--- src/rtl/vga_timing_gen.sv ---
// Parametrised VGA/VESA timing generator.
// Produces a pixel clock-enable from the system clock, plus registered sync,
// blanking, coordinates, line/frame markers and a frame counter. Video only
// starts or stops on frame boundaries.
//
// enable handshake: enable is a level request sampled only on p_tick. Raising
// it in IDLE starts a frame at (0,0) on that tick; dropping it while running
// lets the current frame finish and returns to IDLE after the last pixel.
// Re-raising it during that final frame resumes normal running with no gap.
module vga_timing_gen #(
    parameter int CLK_DIV    = 4,
    parameter int H_DISPLAY  = 640,
    parameter int H_FRONT    = 16,
    parameter int H_SYNC     = 96,
    parameter int H_BACK     = 48,
    parameter int V_DISPLAY  = 480,
    parameter int V_FRONT    = 10,
    parameter int V_SYNC     = 2,
    parameter int V_BACK     = 33,
    parameter int H_SYNC_POL = 0,
    parameter int V_SYNC_POL = 0,
    parameter int CNT_W      = 11
) (
    input  logic             clock_at_100mhz,
    input  logic             reset_button,
    input  logic             enable,
    output logic             p_tick,
    output logic             horizontal_sync,
    output logic             vertical_sync,
    output logic             video_on,
    output logic [CNT_W-1:0] x_pixel,
    output logic [CNT_W-1:0] y_pixel,
    output logic             line_start,
    output logic             frame_start,
    output logic             running,
    output logic [15:0]      frame_count
);

    localparam int H_TOTAL = H_DISPLAY + H_FRONT + H_SYNC + H_BACK;
    localparam int V_TOTAL = V_DISPLAY + V_FRONT + V_SYNC + V_BACK;

    localparam logic [3:0]       DIV_LAST  = 4'(CLK_DIV - 1);
    localparam logic [CNT_W-1:0] H_LAST    = CNT_W'(H_TOTAL - 1);
    localparam logic [CNT_W-1:0] H_ACT     = CNT_W'(H_DISPLAY);
    localparam logic [CNT_W-1:0] HS_FIRST  = CNT_W'(H_DISPLAY + H_FRONT);
    localparam logic [CNT_W-1:0] HS_FINAL  = CNT_W'(H_DISPLAY + H_FRONT + H_SYNC - 1);
    localparam logic [CNT_W-1:0] V_LAST    = CNT_W'(V_TOTAL - 1);
    localparam logic [CNT_W-1:0] V_ACT     = CNT_W'(V_DISPLAY);
    localparam logic [CNT_W-1:0] VS_FIRST  = CNT_W'(V_DISPLAY + V_FRONT);
    localparam logic [CNT_W-1:0] VS_FINAL  = CNT_W'(V_DISPLAY + V_FRONT + V_SYNC - 1);
    localparam logic             HS_ON     = (H_SYNC_POL != 0);
    localparam logic             VS_ON     = (V_SYNC_POL != 0);

    typedef enum logic [1:0] {
        IDLE  = 2'd0,
        RUN   = 2'd1,
        DRAIN = 2'd2
    } state_t;

    state_t           state;
    state_t           state_next;
    logic [3:0]       div_cnt;
    logic             last_pix;
    logic             active_next;
    logic [CNT_W-1:0] x_next;
    logic [CNT_W-1:0] y_next;
    logic [15:0]      fc_next;
    logic             hs_next;
    logic             vs_next;
    logic             video_next;
    logic             ls_next;
    logic             fs_next;

    assign p_tick   = (div_cnt == DIV_LAST);
    assign last_pix = (x_pixel == H_LAST) && (y_pixel == V_LAST);

    // Free-running pixel divider, counts 0..CLK_DIV-1 in every state.
    always_ff @(posedge clock_at_100mhz or posedge reset_button) begin
        if (reset_button)
            div_cnt <= '0;
        else if (div_cnt == DIV_LAST)
            div_cnt <= '0;
        else
            div_cnt <= div_cnt + 4'd1;
    end

    // State register.
    always_ff @(posedge clock_at_100mhz or posedge reset_button) begin
        if (reset_button)
            state <= IDLE;
        else
            state <= state_next;
    end

    // Next-state logic; transitions only on pixel ticks.
    always_comb begin
        state_next = state;
        if (p_tick) begin
            case (state)
                IDLE:    if (enable) state_next = RUN;
                RUN:     if (!enable) state_next = DRAIN;
                DRAIN: begin
                    if (enable)
                        state_next = RUN;
                    else if (last_pix)
                        state_next = IDLE;
                end
                default: state_next = IDLE;
            endcase
        end
    end

    // Next coordinates and decode from them, so outputs have zero skew to x/y.
    always_comb begin
        x_next  = x_pixel;
        y_next  = y_pixel;
        fc_next = frame_count;
        if (p_tick) begin
            if (state == IDLE || state_next == IDLE) begin
                x_next = '0;
                y_next = '0;
                if (state == DRAIN && state_next == IDLE)
                    fc_next = frame_count + 16'd1;
            end else if (x_pixel == H_LAST) begin
                x_next = '0;
                if (y_pixel == V_LAST) begin
                    y_next  = '0;
                    fc_next = frame_count + 16'd1;
                end else begin
                    y_next = y_pixel + CNT_W'(1);
                end
            end else begin
                x_next = x_pixel + CNT_W'(1);
            end
        end
        active_next = (state_next != IDLE);
        hs_next     = (active_next && x_next >= HS_FIRST && x_next <= HS_FINAL) ? HS_ON : ~HS_ON;
        vs_next     = (active_next && y_next >= VS_FIRST && y_next <= VS_FINAL) ? VS_ON : ~VS_ON;
        video_next  = active_next && (x_next < H_ACT) && (y_next < V_ACT);
        ls_next     = p_tick && active_next && (x_next == '0);
        fs_next     = ls_next && (y_next == '0);
    end

    // Registered outputs.
    always_ff @(posedge clock_at_100mhz or posedge reset_button) begin
        if (reset_button) begin
            x_pixel         <= '0;
            y_pixel         <= '0;
            frame_count     <= '0;
            horizontal_sync <= ~HS_ON;
            vertical_sync   <= ~VS_ON;
            video_on        <= 1'b0;
            line_start      <= 1'b0;
            frame_start     <= 1'b0;
            running         <= 1'b0;
        end else begin
            x_pixel         <= x_next;
            y_pixel         <= y_next;
            frame_count     <= fc_next;
            horizontal_sync <= hs_next;
            vertical_sync   <= vs_next;
            video_on        <= video_next;
            line_start      <= ls_next;
            frame_start     <= fs_next;
            running         <= active_next;
        end
    end

endmodule

--- config.mk ---
export PLATFORM = sky130hd
export DESIGN_NAME = vga_timing_gen
export DESIGN_NICKNAME = d
export VERILOG_FILES = /design/src/rtl/vga_timing_gen.sv
export SDC_FILE = /design/constraint.sdc
export NUM_CORES = 1
export LEC_CHECK = 0
export ABC_AREA = 1
export BUFFER_PORTS_ARGS = -buffer_cell sky130_fd_sc_hd__buf_2
export CAP_MARGIN = 10
export CORE_MARGIN = 5
export CORE_UTILIZATION = 39
export DETAILED_ROUTE_END_ITERATION = 12
export PLACE_DENSITY_LB_ADDON = 0.1
export SYNTH_ARGS = -nofsm -noshare
export SYNTH_HDL_FRONTEND = slang
export SYNTH_SLANG_ARGS = --single-unit
--- constraint.sdc ---
create_clock -name clock_at_100mhz -period 2.05 [get_ports clock_at_100mhz]
set_input_delay 0.41 -clock clock_at_100mhz [delete_from_list [all_inputs] [get_ports clock_at_100mhz]]
set_output_delay 0.41 -clock clock_at_100mhz [all_outputs]
set_load 0.02 [all_outputs]
==> reports/qor.csv <==
stage;metric;value;unit
status;status;finished with violations;
status;failed_checks;negative setup slack;
sta;min_period;2136;ps
sta;clock_skew;17.85;ps
grt;track_usage;0.1963;
synth;synth_top_family_by_area;simple AND/OR/NAND/NOR gates;
synth;ys_top_cells_by_count;131 x nand2_1, 58 x inv_1, 48 x dfrtp_1, 48 x nor2_1, 32 x nand3_1;
synth;synth_area_per_cell;7.331;um^2
synth;synth_edf_count;0;
sta;setup_violations;9;
cells_and_area;n_antenna_cell;0;
clock_tree;ctsRootBufferMaster;clkbuf_8;
power;peakVddDrop;0.0003799;V
setup_path;critPathArrivalTime;2370;ps
sta;drv_slew;0;
synth;synth_compound_area_frac;0.04381;
place;dpl_cell_area;4177;um^2
grt;gr-total-overflow;0;
sta;hold_violations;0;
synth;synth_xor_area_frac;0.06590;
setup_path;worstPathRequired;2290;ps
synth;synthArstFlopShare;1.000;
sta;rsz0062_at_grt;yes;
die;core;8217;um^2
synth;synthTopCellsByArea;dfrtp_1 37%, nand2_1 15%, inv_1 6.6%;
drt;wirelength;9627;um
place;hpwl;7133;um
cells_and_area;regArea;1257;um^2
die;start_util;0.3997;
cells_and_area;num-nets-final;597;
grt;grt_pass1_vias;3322;
die;die_h;101.8;um
sta;fmax;468.3;MHz
synth;ys_ff_latch;50;
synth;synth_fa_ha_area_frac;0.01905;
sta;slew_headroom;0.6916;
clock_tree;clkTransAtPathRegs;100;ps
power;p_comb_frac;0.169;
synth;synth_most_common_cell;nand2_1;
setup_path;cp_max_fo;7;
cells_and_area;fin_area;4793;um^2
drt;route.detailed.drc;0;
drt;ant_nets;0;
die;placementRows;33;
synth;ys_warn_count;0;
cells_and_area;area_growth_syn_to_layout;45.94;%
grt;grt_max_degree;33;
synth;yosysUniqueCellTypes;39;
min_path;hp-class;input pin to asynchronous set/reset pin;
cells_and_area;multi_input_area;2016;um^2
flow_run;drv_cap;0;
die;die_area;10360;um^2
grt;antenna_found_initial;0;
sta;post-route-period-util;1.042;
clock_tree;cts-buffers-inserted;5;
place;portBuffers;47;
power;p_sw_frac;0.2901;
power;clockPowerShare;0.292;
die;die_x;101.8;um
drt;drt-initial-drc-count;162;
cells_and_area;nFillCells;778;
drt;via_per_inst;4.822;
power;switchingPower;571.8;uW
clock_tree;clock_latency;310;ps
synth;ys_seq_area_frac;0.3817;
cells_and_area;finalCoreUtilization;0.5834;
synth;synth_area;3284;um^2
die;io_pins;48;
setup_path;start_kind;flip-flop;
sta;tightestPinTransition;462.0;ps
sta;setup_slack;-85.55;ps
setup_path;endpoint_kind;flip-flop;
grt;grt_pass1_wl;15990;um
place;place_congestion;0.9028;
power;pwr-share-seq;0.539;
synth;yosysTopAreaCellShare;0.3657;
clock_tree;cts_tree;yes;
synth;yosysTopAreaCell;dfrtp_1;
synth;syn_inst;448;
power;pwr_density_cell;411.3;nW/um^2
synth;synth_ff_type;dfrtp_1;
synth;syn-num-nets;456;
drt;vias;3351;
clock_tree;cts.sinks;50;
clock_tree;cts_buffer_depth;2;
synth;synth_simple_gate_area_frac;0.3909;
clock_tree;htreeDepth;2;
power;finalPower;1971;uW
synth;synthMuxAreaShare;0;
setup_path;critPathKind;flip-flop to flip-flop;
power;p_int;1400;uW
power;p_leak;0.002593;uW
drt;firstDrtPassIters;4;
cells_and_area;drive_above_1_share;0.4186;
drt;detail_route.wl_per_cell;13.85;um
## path summary, 6_finish.rpt
path / slack, ps / cells after the start / start / endpoint
worst max-delay path: -90 / 13 / div_cnt[1]$_DFF_PP0_ / video_on$_DFF_PP0_
worst min-delay path: 110 / 2 / reset_button / x_pixel[9]$_DFF_PP0_
worst max register to register: -90 / 13 / div_cnt[1]$_DFF_PP0_ / video_on$_DFF_PP0_
worst min register to register: 530 / 1 / frame_count[5]$_DFFE_PP0P_ / frame_count[5]$_DFFE_PP0P_
max in group asynchronous: 1340 / 3 / reset_button / vertical_sync$_DFF_PP1_
min in group clock_at_100mhz: 530 / 1 / frame_count[5]$_DFFE_PP0P_ / frame_count[5]$_DFFE_PP0P_
## what timing repair did
item / in CTS / in global routing
buffers inserted: 11 / 8
setup endpoints to repair: 21 / 23
pin swaps: 27 / 23
gates resized for setup: 45 / 54
hold buffers: 0 / 0
gates cloned: 2 / 1
## kinds of logic (layout without fill, tap and decap cells)
logic type               count (synthesis)  in the layout
adder cells (fa/ha/maj)                  5              5
buffers and inverters                   77            217
AO/OA/AOI/OAI                           23             23
XOR/XNOR                                23             23
flip-flops                              50             50
AND/OR/NAND/NOR                        270            272
## cells in the final DEF, fill, tap and decap left out, drive strengths merged
| cell type | instances |
|---|---|
| nor3 | 13 |
| o31ai | 2 |
| a21oi | 5 |
| a31oi | 1 |
| o22ai | 1 |
| dfstp | 2 |
| o21bai | 2 |
| buf | 140 |
| ha | 5 |
| inv | 70 |
| nor2 | 56 |
| xor2 | 19 |
| o21ai | 10 |
| nand3b | 1 |
| nand2 | 140 |
| o311ai | 1 |
| nand4 | 20 |
| xnor2 | 4 |
| clkinv | 1 |
| nand3 | 39 |
| dfrtp | 48 |
| clkbuf | 6 |
| nor4 | 3 |
| a21boi | 1 |
## metal layers
| layer | global-route usage | up-vias | part of all wire |
|---|---|---|---|
| met5 | 0 | - | 0 |
| met4 | 0.06442 | 0 | 0.022 |
| met3 | 0.03512 | 20 | 0.035 |
| met2 | 0.3330 | 61 | 0.49 |
| met1 | 0.2531 | 1566 | 0.46 |
| li1 | - | 1704 | - |
## power by group through the flow
stage | Clock, uW | Combinational, uW | Sequential, uW
floorplan | 0 | 121 | 1120
global placement | 0 | 269 | 1080
detailed placement | 0 | 268 | 1080
CTS | 603 | 303 | 1060
global route | 639 | 366 | 1070
finish | 576 | 333 | 1060
## critical path: stages, from the launching register on
cell      delay, ps
dfrtp_1         410
ha_4            170
nand2_4          70
nor2_8          150
inv_8            60
nor3_4          150
nand2_4          80
nand3_4         150
buf_6           140
buf_12           90
o311ai_4        100
buf_4           160
nand3b_1        220
nor2_1          120
## layout make-up
type                    instances  share of cell area
multi-input cells             323              0.4205
flip-flops and latches         50              0.2623
repair buffers                140              0.2125
inverters                      68             0.05690
well taps                     105             0.02741
clock buffers                   6             0.01514
clock inverters                 2            0.002871
repair inverters                1            0.002349
## flip-flops by register name, summed over array words and instances, names as in the netlist
signal           flops
div_cnt              4
frame_count         16
frame_start          1
horizontal_sync      1
line_start           1
running              1
state                2
vertical_sync        1
video_on             1
x_pixel             11
y_pixel             11
## stage by stage
step	hold slack, ps	std cells	worst slack [ps]	setup TNS, ps
finish	112.3	695	-85.55	-366.5
global route	127.8	695	-215.1	-2842
CTS	111.7	687	-64.01	-352.5
detailed placement	447.7	666	-235.0	-3002
global placement	458.4	666	-122.4	-1303
floorplan	433.1	448	32.98	0
Note: power is estimated with default switching activity, not from simulation.
